--- src/rtl/l2_sched_pkg.sv ---
// Shared types for the L2 leaf scheduler: FSM state encoding and the
// candidate leaf-index list layout.
package l2_sched_pkg;

  localparam int K_DEF          = 4;
  localparam int LEAF_ADDRW_DEF = 6;

  typedef enum logic [2:0] {
    IDLE,
    RUN,
    ISSUE,
    DRAIN,
    DONE
  } state_t;

  typedef logic [K_DEF-1:0][LEAF_ADDRW_DEF-1:0] leaf_list_t;

endpackage

--- src/rtl/l2_outst_counter.sv ---
// Saturating up/down counter of query results still pending in the kernel.
// The full flag asserts at MAX_OUTST.
module l2_outst_counter
  import l2_sched_pkg::*;
#(
  parameter int MAX_OUTST = 8,
  parameter int CW        = $clog2(MAX_OUTST + 1) + 1
) (
  input  logic          clk,
  input  logic          rst,
  input  logic          i_inc,
  input  logic          i_dec,
  output logic [CW-1:0] o_count,
  output logic          o_full
);

  logic [CW-1:0] r_count;

  // Extra headroom bit absorbs the admission lag of the issue pipeline;
  // the floor at zero swallows stale kernel results after a reset.
  always_ff @(posedge clk) begin
    if (rst) begin
      r_count <= '0;
    end else if (i_inc && !i_dec && (r_count != '1)) begin
      r_count <= r_count + 1'b1;
    end else if (i_dec && !i_inc && (r_count != '0)) begin
      r_count <= r_count - 1'b1;
    end
  end

  assign o_count = r_count;
  assign o_full  = (r_count >= CW'(MAX_OUTST));

endmodule

--- src/rtl/l2_leaf_scheduler.sv ---
// Issues one candidate leaf per cycle into the shared L2 kernel, framing each
// query with first/last flags aligned to the leaf-memory read data.
module l2_leaf_scheduler
  import l2_sched_pkg::*;
#(
  parameter int DATA_WIDTH = 11,
  parameter int PATCH_SIZE = 5,
  parameter int K          = 4,
  parameter int NUM_LEAVES = 64,
  parameter int LEAF_ADDRW = $clog2(NUM_LEAVES),
  parameter int NUM_QUERYS = 494,
  parameter int MAX_OUTST  = 8
) (
  input  logic                             clk,
  input  logic                             rst,
  input  logic                             start,
  output logic                             busy,
  output logic                             done,
  input  logic                             q_valid,
  output logic                             q_ready,
  input  logic [PATCH_SIZE*DATA_WIDTH-1:0] q_patch,
  input  logic [K*LEAF_ADDRW-1:0]          q_leaf_idx,
  input  logic [$clog2(K+1)-1:0]           q_leaf_cnt,
  input  logic                             sink_ready,
  output logic                             leaf_rd_en,
  output logic [LEAF_ADDRW-1:0]            leaf_rd_addr,
  output logic                             k_query_valid,
  output logic [PATCH_SIZE*DATA_WIDTH-1:0] k_query_patch,
  output logic [LEAF_ADDRW-1:0]            k_leaf_idx,
  output logic                             k_query_first,
  output logic                             k_query_last,
  input  logic                             k_dist_valid,
  input  logic                             k_query_last_out
);

  localparam int PW   = PATCH_SIZE * DATA_WIDTH;
  localparam int CNTW = $clog2(K + 1);
  localparam int ACCW = $clog2(NUM_QUERYS + 1);
  localparam int OCW  = $clog2(MAX_OUTST + 1) + 1;

  state_t                        r_state, w_state_nxt;
  logic [PW-1:0]                 r_patch;
  logic [K-1:0][LEAF_ADDRW-1:0]  r_idx;
  logic [CNTW-1:0]               r_cnt;
  logic [CNTW-1:0]               r_ptr;
  logic [ACCW-1:0]               r_accepted;

  logic                          r_kvalid;
  logic [PW-1:0]                 r_kpatch;
  logic [LEAF_ADDRW-1:0]         r_kidx;
  logic                          r_kfirst;
  logic                          r_klast;

  logic                          w_issue;
  logic                          w_last;
  logic                          w_can_acc;
  logic                          w_hs;
  logic                          w_full;
  logic [OCW-1:0]                w_outst;
  logic [CNTW-1:0]               w_cnt_clamped;
  logic [LEAF_ADDRW-1:0]         w_rd_addr;

  l2_outst_counter #(
    .MAX_OUTST (MAX_OUTST),
    .CW        (OCW)
  ) u_outst (
    .clk     (clk),
    .rst     (rst),
    .i_inc   (r_kvalid && r_klast),
    .i_dec   (k_dist_valid && k_query_last_out),
    .o_count (w_outst),
    .o_full  (w_full)
  );

  assign w_issue   = (r_state == ISSUE) && sink_ready;
  assign w_last    = (r_ptr == (r_cnt - 1'b1));
  assign w_can_acc = (r_accepted < ACCW'(NUM_QUERYS)) && !w_full;
  assign q_ready   = w_can_acc && ((r_state == RUN) || (w_issue && w_last));
  assign w_hs      = q_valid && q_ready;

  always_comb begin
    w_cnt_clamped = q_leaf_cnt;
    if (q_leaf_cnt == '0) begin
      w_cnt_clamped = CNTW'(1);
    end else if (q_leaf_cnt > CNTW'(K)) begin
      w_cnt_clamped = CNTW'(K);
    end
  end

  always_comb begin
    w_rd_addr = '0;
    for (int unsigned i = 0; i < K; i++) begin
      if (r_ptr == CNTW'(i)) begin
        w_rd_addr = r_idx[i];
      end
    end
  end

  // Back-to-back: a handshake on the last leaf keeps ISSUE with no gap cycle.
  always_comb begin
    w_state_nxt = r_state;
    case (r_state)
      IDLE:  if (start) w_state_nxt = RUN;
      RUN:   if (w_hs) w_state_nxt = ISSUE;
      ISSUE: begin
        if (w_issue && w_last && !w_hs) begin
          w_state_nxt = (r_accepted == ACCW'(NUM_QUERYS)) ? DRAIN : RUN;
        end
      end
      DRAIN: if (w_outst == '0) w_state_nxt = DONE;
      DONE:  w_state_nxt = IDLE;
      default: w_state_nxt = IDLE;
    endcase
  end

  always_ff @(posedge clk) begin
    if (rst) begin
      r_state    <= IDLE;
      r_patch    <= '0;
      r_idx      <= '0;
      r_cnt      <= '0;
      r_ptr      <= '0;
      r_accepted <= '0;
      r_kvalid   <= 1'b0;
      r_kpatch   <= '0;
      r_kidx     <= '0;
      r_kfirst   <= 1'b0;
      r_klast    <= 1'b0;
    end else begin
      r_state <= w_state_nxt;
      if ((r_state == IDLE) && start) begin
        r_accepted <= '0;
      end
      if (w_hs) begin
        r_accepted <= r_accepted + 1'b1;
        r_patch    <= q_patch;
        r_idx      <= q_leaf_idx;
        r_cnt      <= w_cnt_clamped;
        r_ptr      <= '0;
      end else if (w_issue) begin
        r_ptr <= r_ptr + 1'b1;
      end
      r_kvalid <= w_issue;
      r_kfirst <= w_issue && (r_ptr == '0);
      r_klast  <= w_issue && w_last;
      if (w_issue) begin
        r_kpatch <= r_patch;
        r_kidx   <= w_rd_addr;
      end
    end
  end

  assign busy          = (r_state == RUN) || (r_state == ISSUE) || (r_state == DRAIN);
  assign done          = (r_state == DONE);
  assign leaf_rd_en    = w_issue;
  assign leaf_rd_addr  = w_issue ? w_rd_addr : '0;
  assign k_query_valid = r_kvalid;
  assign k_query_patch = r_kpatch;
  assign k_leaf_idx    = r_kidx;
  assign k_query_first = r_kfirst;
  assign k_query_last  = r_klast;

endmodule
--- config.mk ---
export PLATFORM = sky130hd
export DESIGN_NAME = l2_leaf_scheduler
export DESIGN_NICKNAME = d
export VERILOG_FILES = /design/src/rtl/l2_sched_pkg.sv /design/src/rtl/l2_outst_counter.sv /design/src/rtl/l2_leaf_scheduler.sv
export SDC_FILE = /design/constraint.sdc
export NUM_CORES = 1
export LEC_CHECK = 0
export ABC_AREA = 1
export ABC_CLOCK_PERIOD_IN_PS = 2400
export CORE_MARGIN = 3
export CORE_UTILIZATION = 49
export DETAILED_ROUTE_END_ITERATION = 16
export GPL_ROUTABILITY_DRIVEN = 0
export PLACE_DENSITY = 0.86
export SETUP_SLACK_MARGIN = 0.15
export SKIP_LAST_GASP = 1
export SYNTH_ARGS = -nofsm -noshare
export SYNTH_HDL_FRONTEND = slang
export SYNTH_HIERARCHICAL = 1
export SYNTH_SLANG_ARGS = --single-unit
export TNS_END_PERCENT = 20
--- constraint.sdc ---
create_clock -name clk -period 2.4 [get_ports clk]
set_input_delay 0.48 -clock clk [delete_from_list [all_inputs] [get_ports clk]]
set_output_delay 0.48 -clock clk [all_outputs]
set_load 0.005 [all_outputs]
==> results.json, run 1 <==
{
  "status": "complete, no violations",
  "htree_levels": 4,
  "layout.nets": 1152,
  "reg2reg_depth": 16,
  "fin_crit_sh_pct": 94.1,
  "synth_nets": 991,
  "initial_core_util_pct": 50.2,
  "wl_per_cell_um": 14.0,
  "power.share.combinational_pct": 22.7,
  "grt_pass1_wl_um": 27300,
  "final_max_slew_viol_count": 0,
  "core_area_um2": 13300,
  "syn_inst": 890,
  "crit_end": "leaf_rd_en",
  "detail-route-antenna-nets": 0,
  "grt_overflow": 0,
  "maxCapViolCount": 0,
  "async_flop_share_pct": 0,
  "critPathCaptureType": "primary output",
  "drive_above_1_share_pct": 12.4,
  "grt_max_degree": 79,
  "rrSetupSlack_ns": 0.24,
  "pwr-share-seq_pct": 41.5,
  "die_area_um2": 15100,
  "max_freq_mhz": 443,
  "diodes": 0,
  "num_io_pins": 163,
  "ys_types": 37,
  "num_vias": 6301,
  "cts_buffers": 17,
  "finalSetupViolCount": 0,
  "cp.arrival_ns": 1.78,
  "synth_fa_ha_area_share_pct": 2.36,
  "cts_buffer_depth": 2,
  "syn_area_um2": 6670,
  "hp-class": "input port to flop",
  "post-route-min-period_ns": 2.26,
  "use_met2_pct": 38.5,
  "cts_tree": "yes",
  "grt.busiest_layer": "met2",
  "crit_start": "r_state[2]",
  "reg2reg_to": "r_accepted[8]",
  "drt_iter0_markers": 468,
  "synth_top_family_by_area": "simple AND/OR/NAND/NOR gates",
  "path_clk_slew_ns": 0.06,
  "r2r-start": "r_cnt[0]",
  "final_cell_mix": "nand2_1, dfxtp_1, clkdlybuf4s50_1, a21oi_1, inv_1",
  "leakage_nw": 3.39,
  "cts_num_sinks": 166,
  "start_kind": "flop",
  "dp_hpwl_um": 11100,
  "sw_frac_of_total_pct": 29.8,
  "rows": 42,
  "synth-seq-cells": 166,
  "worstPathRequired_ns": 1.92,
  "p_clk_share_pct": 35.8,
  "synthMuxAreaShare_pct": 0,
  "synth-edff-count": 0,
  "synth_compound_area_share_pct": 15.5,
  "rsz0062_at_grt": "yes",
  "hold_viol_final": 0,
  "power.total_mw": 7.67,
  "p_sw_mw": 2.29,
  "die_w_um": 123,
  "holdWs_ns": 0.438,
  "cts_root_buffer": "clkbuf_16",
  "antenna_found_initial": 0,
  "intPower_mw": 5.38,
  "clk_latency_ns": 0.42,
  "grtUsageMet3_pct": 5.94,
  "portBuffers": 162,
  "grt_pass1_vias": 5807,
  "drt-vias-per-instance": 5.09,
  "drc": 0,
  "firstDrtPassIters": 5,
  "die_h_um": 123,
  "met1_usage_pct": 27.8,
  "synth_area_per_cell_um2": 7.50,
  "synthXorXnorAreaFrac_pct": 0.525,
  "ys_seq_area_share_pct": 49.8,
  "skew_ns": 0.00801,
  "powerDensity_nw_per_um2": 828,
  "grt_usage_pct": 22.6,
  "peakVddDrop_mv": 0.523,
  "timing.slew.headroom_pct": 55.8,
  "syn2layout_area_growth_pct": 38.8,
  "synthFlopType": "dfxtp_1",
  "worst-path-max-fanout": 5,
  "ys_warn_count": 6,
  "worst_pin_slew_ns": 0.663,
  "routed_wl_um": 17300,
  "synth-simple-area-share_pct": 25.2,
  "critPathKind": "flop to primary output",
  "final_common_cell": "nand2_1"
}
[registers in the layout, summed over array words and instances, names as in the netlist]
name / flops
r_cnt: 3
r_state: 3
r_ptr: 3
r_idx: 24
r_accepted: 9
k_query_patch: 55
k_query_last: 1
r_patch: 55
u_outst/o_count: 5
k_leaf_idx: 6
k_query_first: 1
k_query_valid: 1
[kinds of logic after synthesis]
| family | Yosys count |
|---|---|
| simple gates | 413 |
| flops | 166 |
| fa+ha+maj | 12 |
| buf+inv | 100 |
| compound gates | 195 |
| xor+xnor | 4 |
[power groups by stage]
stage / logic (mW) / registers, mW / clock network [mW]
final: 1.74 / 3.19 / 2.74
after global placement: 1.59 / 3.21 / 0
after detailed placement: 1.62 / 3.22 / 0
after floorplan: 1.08 / 3.19 / 0
after CTS: 1.69 / 3.17 / 2.78
after global routing: 1.93 / 3.21 / 2.87
[worst min-delay path by stage]
stage / from / to / slack, ns / depth (start not counted)
4_1_cts: rst / k_query_valid / 0.43 / 2
5_1_grt: rst / k_query_valid / 0.44 / 2
6_report: rst / k_query_valid / 0.44 / 2
3_5_place_dp: r_patch[12] / k_query_patch[12] / 0.45 / 2
3_3_place_gp: r_patch[49] / k_query_patch[49] / 0.44 / 2
2_1_floorplan: r_patch[48] / k_query_patch[48] / 0.44 / 2
[synthesized netlist by cell type, types with 2 or more instances]
library cell	instances	area [µm²]
nand2_1	325	1220
dfxtp_1	166	3320
a21oi_1	155	776
inv_1	48	180
nor2_1	35	131
clkbuf_1	30	113
nand3_1	26	130
o21ai_0	24	120
buf_2	11	55.1
ha_1	11	138
a21oi_2	10	87.6
nand2_2	10	62.6
buf_1	4	15.0
nor3_1	4	20.0
buf_6	3	33.8
nand3_2	3	30.0
a211oi_1	2	15.0
o22ai_1	2	12.5
xnor2_1	2	17.5
xor2_1	2	17.5
[stage by stage]
step,cells,instance area (µm²),setup TNS (ns),util [%],setup WS (ns)
floorplan,890,6670,0,-,0.558
global placement,1198,8470,-0.721,63.7,-0.111
detailed placement,1198,8470,-0.952,63.7,-0.146
CTS,1238,9150,0,68.8,0.0871
global route,1239,9260,0,69.6,0.0239
finish,1239,9260,0,69.6,0.142
[routing by layer]
metal  routed length [µm]  share of wire [%]
met1                 7260                 42
met2                 8790                 51
met3                  935                5.4
met4                  348                2.0
met5                    0                  0
[worst max-delay path, cell delays in order (launching register included)]
cell and delay [ns]:
dfxtp_1 0.39, nor2_4 0.16, nand3_4 0.12, inv_4 0.08, buf_4 0.13, clkdlybuf4s50_1 0.49
[area by class of cell]
cell class | count | area, µm²
Fill cell | 1032 | 4040
Sequential cell | 166 | 3330
Multi-Input combinational cell | 624 | 3030
Timing Repair Buffer | 191 | 1880
Clock buffer | 19 | 443
Tap cell | 176 | 220
Inverter | 50 | 193
Clock inverter | 12 | 153
Timing Repair inverter | 1 | 7.51
[repair_timing]
action | CTS | global route
pin swaps | 11 | 6
hold endpoints to repair | 0 | 0
endpoints found under the setup margin | 8 | 17
setup buffers | 8 | 1
hold buffers | 0 | 0
gates resized for setup | 49 | 30
gates cloned | 1 | 0
No activity file was read; power rests on OpenSTA's default activity.
==> run 2: changes to the inputs <==
--- a/config.mk
+++ b/config.mk
@@ -7,6 +7,7 @@
 export LEC_CHECK = 0
 export ABC_AREA = 1
 export ABC_CLOCK_PERIOD_IN_PS = 2400
+export CAP_MARGIN = 5
 export CORE_MARGIN = 3
 export CORE_UTILIZATION = 49
 export DETAILED_ROUTE_END_ITERATION = 16
@@ -14,6 +15,7 @@
 export PLACE_DENSITY = 0.86
 export SETUP_SLACK_MARGIN = 0.15
 export SKIP_LAST_GASP = 1
+export SLEW_MARGIN = 20
 export SYNTH_ARGS = -nofsm -noshare
 export SYNTH_HDL_FRONTEND = slang
 export SYNTH_HIERARCHICAL = 1
==> results of run 2 <==
Final layout, timing and power as in run 1 (identical DEF).
==> run 3: changes to the inputs <==
--- a/config.mk
+++ b/config.mk
@@ -13,7 +13,6 @@
 export DETAILED_ROUTE_END_ITERATION = 16
 export GPL_ROUTABILITY_DRIVEN = 0
 export PLACE_DENSITY = 0.86
-export SETUP_SLACK_MARGIN = 0.15
 export SKIP_LAST_GASP = 1
 export SLEW_MARGIN = 20
 export SYNTH_ARGS = -nofsm -noshare
==> run 3 against run 2 <==
Combinational power is 4% lower. Cell area down 1.4%. Flip-flop and latch count unchanged. Global-route usage shrank 0.25 points. Clock-buffer cell count unchanged. Clock skew is 0.0012 ns lower. Fmax decreased by 4.7%. Critical path type unchanged.
==> results.json, run 3 (synthesis gave the netlist of run 1 again) <==
{
  "status": "complete, no violations",
  "diodes": 0,
  "cts_root_buffer": "clkbuf_16",
  "preCtsSetupSlack_ns": -0.146,
  "powerDensity_nw_per_um2": 831,
  "reg2reg_depth": 16,
  "fin_crit_sh_pct": 98.8,
  "drt-vias-per-instance": 5.05,
  "reg2reg_to": "r_accepted[8]",
  "wl_per_cell_um": 13.7,
  "cp.arrival_ns": 1.89,
  "final_core_util_pct": 68.6,
  "initial_core_util_pct": 50.2,
  "post-route-min-period_ns": 2.37,
  "grt_usage_pct": 22.4,
  "leakage_nw": 3.34,
  "core_area_um2": 13300,
  "final_max_slew_viol_count": 0,
  "syn2layout_area_growth_pct": 36.8,
  "timing.slew.headroom_pct": 55.9,
  "hold_path_end": "k_query_valid",
  "cts_buffer_depth": 2,
  "drc": 0,
  "start_kind": "flop",
  "rrSetupSlack_ns": 0.22,
  "grt_max_degree": 79,
  "htree_levels": 4,
  "max_freq_mhz": 422,
  "cts_buffers": 17,
  "detail-route-antenna-nets": 0,
  "skew_ns": 0.00685,
  "hold_viol_final": 0,
  "final_common_cell": "nand2_1",
  "die_w_um": 123,
  "r2r-start": "r_cnt[0]",
  "rows": 42,
  "grt_pass1_wl_um": 27000,
  "portBuffers": 162,
  "die_h_um": 123,
  "num_vias": 6226,
  "finalSetupViolCount": 0,
  "path_clk_slew_ns": 0.06,
  "grt_pass1_vias": 5777,
  "finalWorstSetupSlack_ns": 0.0295,
  "min_from": "rst",
  "cts_num_sinks": 166,
  "firstDrtPassIters": 5,
  "num_io_pins": 163,
  "antenna_found_initial": 0,
  "hp-class": "input port to flop",
  "worst_pin_slew_ns": 0.661,
  "dp_hpwl_um": 11100,
  "cts_hold_buffers": 0,
  "drt_iter0_markers": 443,
  "maxCapViolCount": 0,
  "hold_depth": 2,
  "die_area_um2": 15100,
  "worstPathRequired_ns": 1.92,
  "final_cell_mix": "nand2_1, dfxtp_1, clkdlybuf4s50_1, a21oi_1, inv_1",
  "critPathCaptureType": "primary output",
  "cts_tree": "yes",
  "clk_latency_ns": 0.42,
  "critPathKind": "flop to primary output",
  "grt_overflow": 0,
  "routed_wl_um": 16900,
  "worst-path-max-fanout": 12,
  "drive_above_1_share_pct": 10.3,
  "peakVddDrop_mv": 0.518,
  "rsz0062_at_grt": "yes",
  "layout.nets": 1147
}
## run 3: cell types whose count changed in the layout (fill, tap and decap cells not counted), sizes merged
cell / change
dlymetal6s2s: -1
clkdlybuf4s50: +1
clkbuf: +3
clkinvlp: -1
buf: -9
clkdlybuf4s15: +2
## run 3: timing repair
action | 4_1_cts | 5_1_grt
buffers inserted | 4 | 1
hold endpoints to repair | 0 | 0
endpoints found under the setup margin | 8 | 11
pin swaps | 9 | 8
resized for setup | 30 | 14
## run 3: per-stage QoR
step / TNS [ns] / cell area, µm² / power, mW / hold WS (ns) / instances
5_1_grt: -0.381 / 9130 / 7.94 / 0.436 / 1234
6_report: 0 / 9130 / 7.58 / 0.441 / 1234
3_5_place_dp: -0.952 / 8470 / 4.85 / 0.451 / 1198
3_3_place_gp: -0.721 / 8470 / 4.80 / 0.443 / 1198
2_1_floorplan: 0 / 6670 / 4.27 / 0.440 / 890
4_1_cts: -0.0870 / 9110 / 7.61 / 0.426 / 1233
## run 3: layout make-up
| class | count | area, µm² |
|---|---|---|
| clock buffers | 19 | 443 |
| clock inverters | 12 | 153 |
| fillers | 1056 | 4170 |
| inverters | 50 | 193 |
| multi-input cells | 624 | 2950 |
| flip-flops and latches | 166 | 3330 |
| well taps | 176 | 220 |
| repair buffers | 187 | 1850 |
## run 3: worst max-delay path by stage
stage / from / slack, ns / end
floorplan: k_dist_valid / 0.56 / u_outst/o_count[4]
global placement: sink_ready / -0.11 / q_ready
detailed placement: sink_ready / -0.15 / leaf_rd_addr[4]
CTS: r_ptr[1] / -0.03 / leaf_rd_addr[5]
global route: r_ptr[1] / -0.08 / leaf_rd_addr[4]
finish: r_ptr[1] / 0.03 / leaf_rd_addr[4]
## run 3: where the power goes
group	switching (mW)	internal, mW	total (mW)
registers	0.175	3.00	3.17
logic	0.984	0.686	1.67
clock network	1.08	1.66	2.74
## run 3: worst max-delay path: stages (launching register included)
cell	delay [ns]
dfxtp_2	0.34
buf_4	0.13
ha_1	0.18
ha_1	0.22
inv_4	0.13
o21ai_0	0.11
a21oi_2	0.15
clkdlybuf4s15_2	0.22
## run 3: layer usage
| metal | share of wire [%] | vias up | track usage [%] |
|---|---|---|---|
| met5 | 0 | - | 0 |
| met4 | 2.1 | 0 | 7.77 |
| met3 | 5.4 | 30 | 5.67 |
| met2 | 51 | 181 | 37.8 |
| met1 | 42 | 2852 | 27.7 |
| li1 | - | 3163 | - |
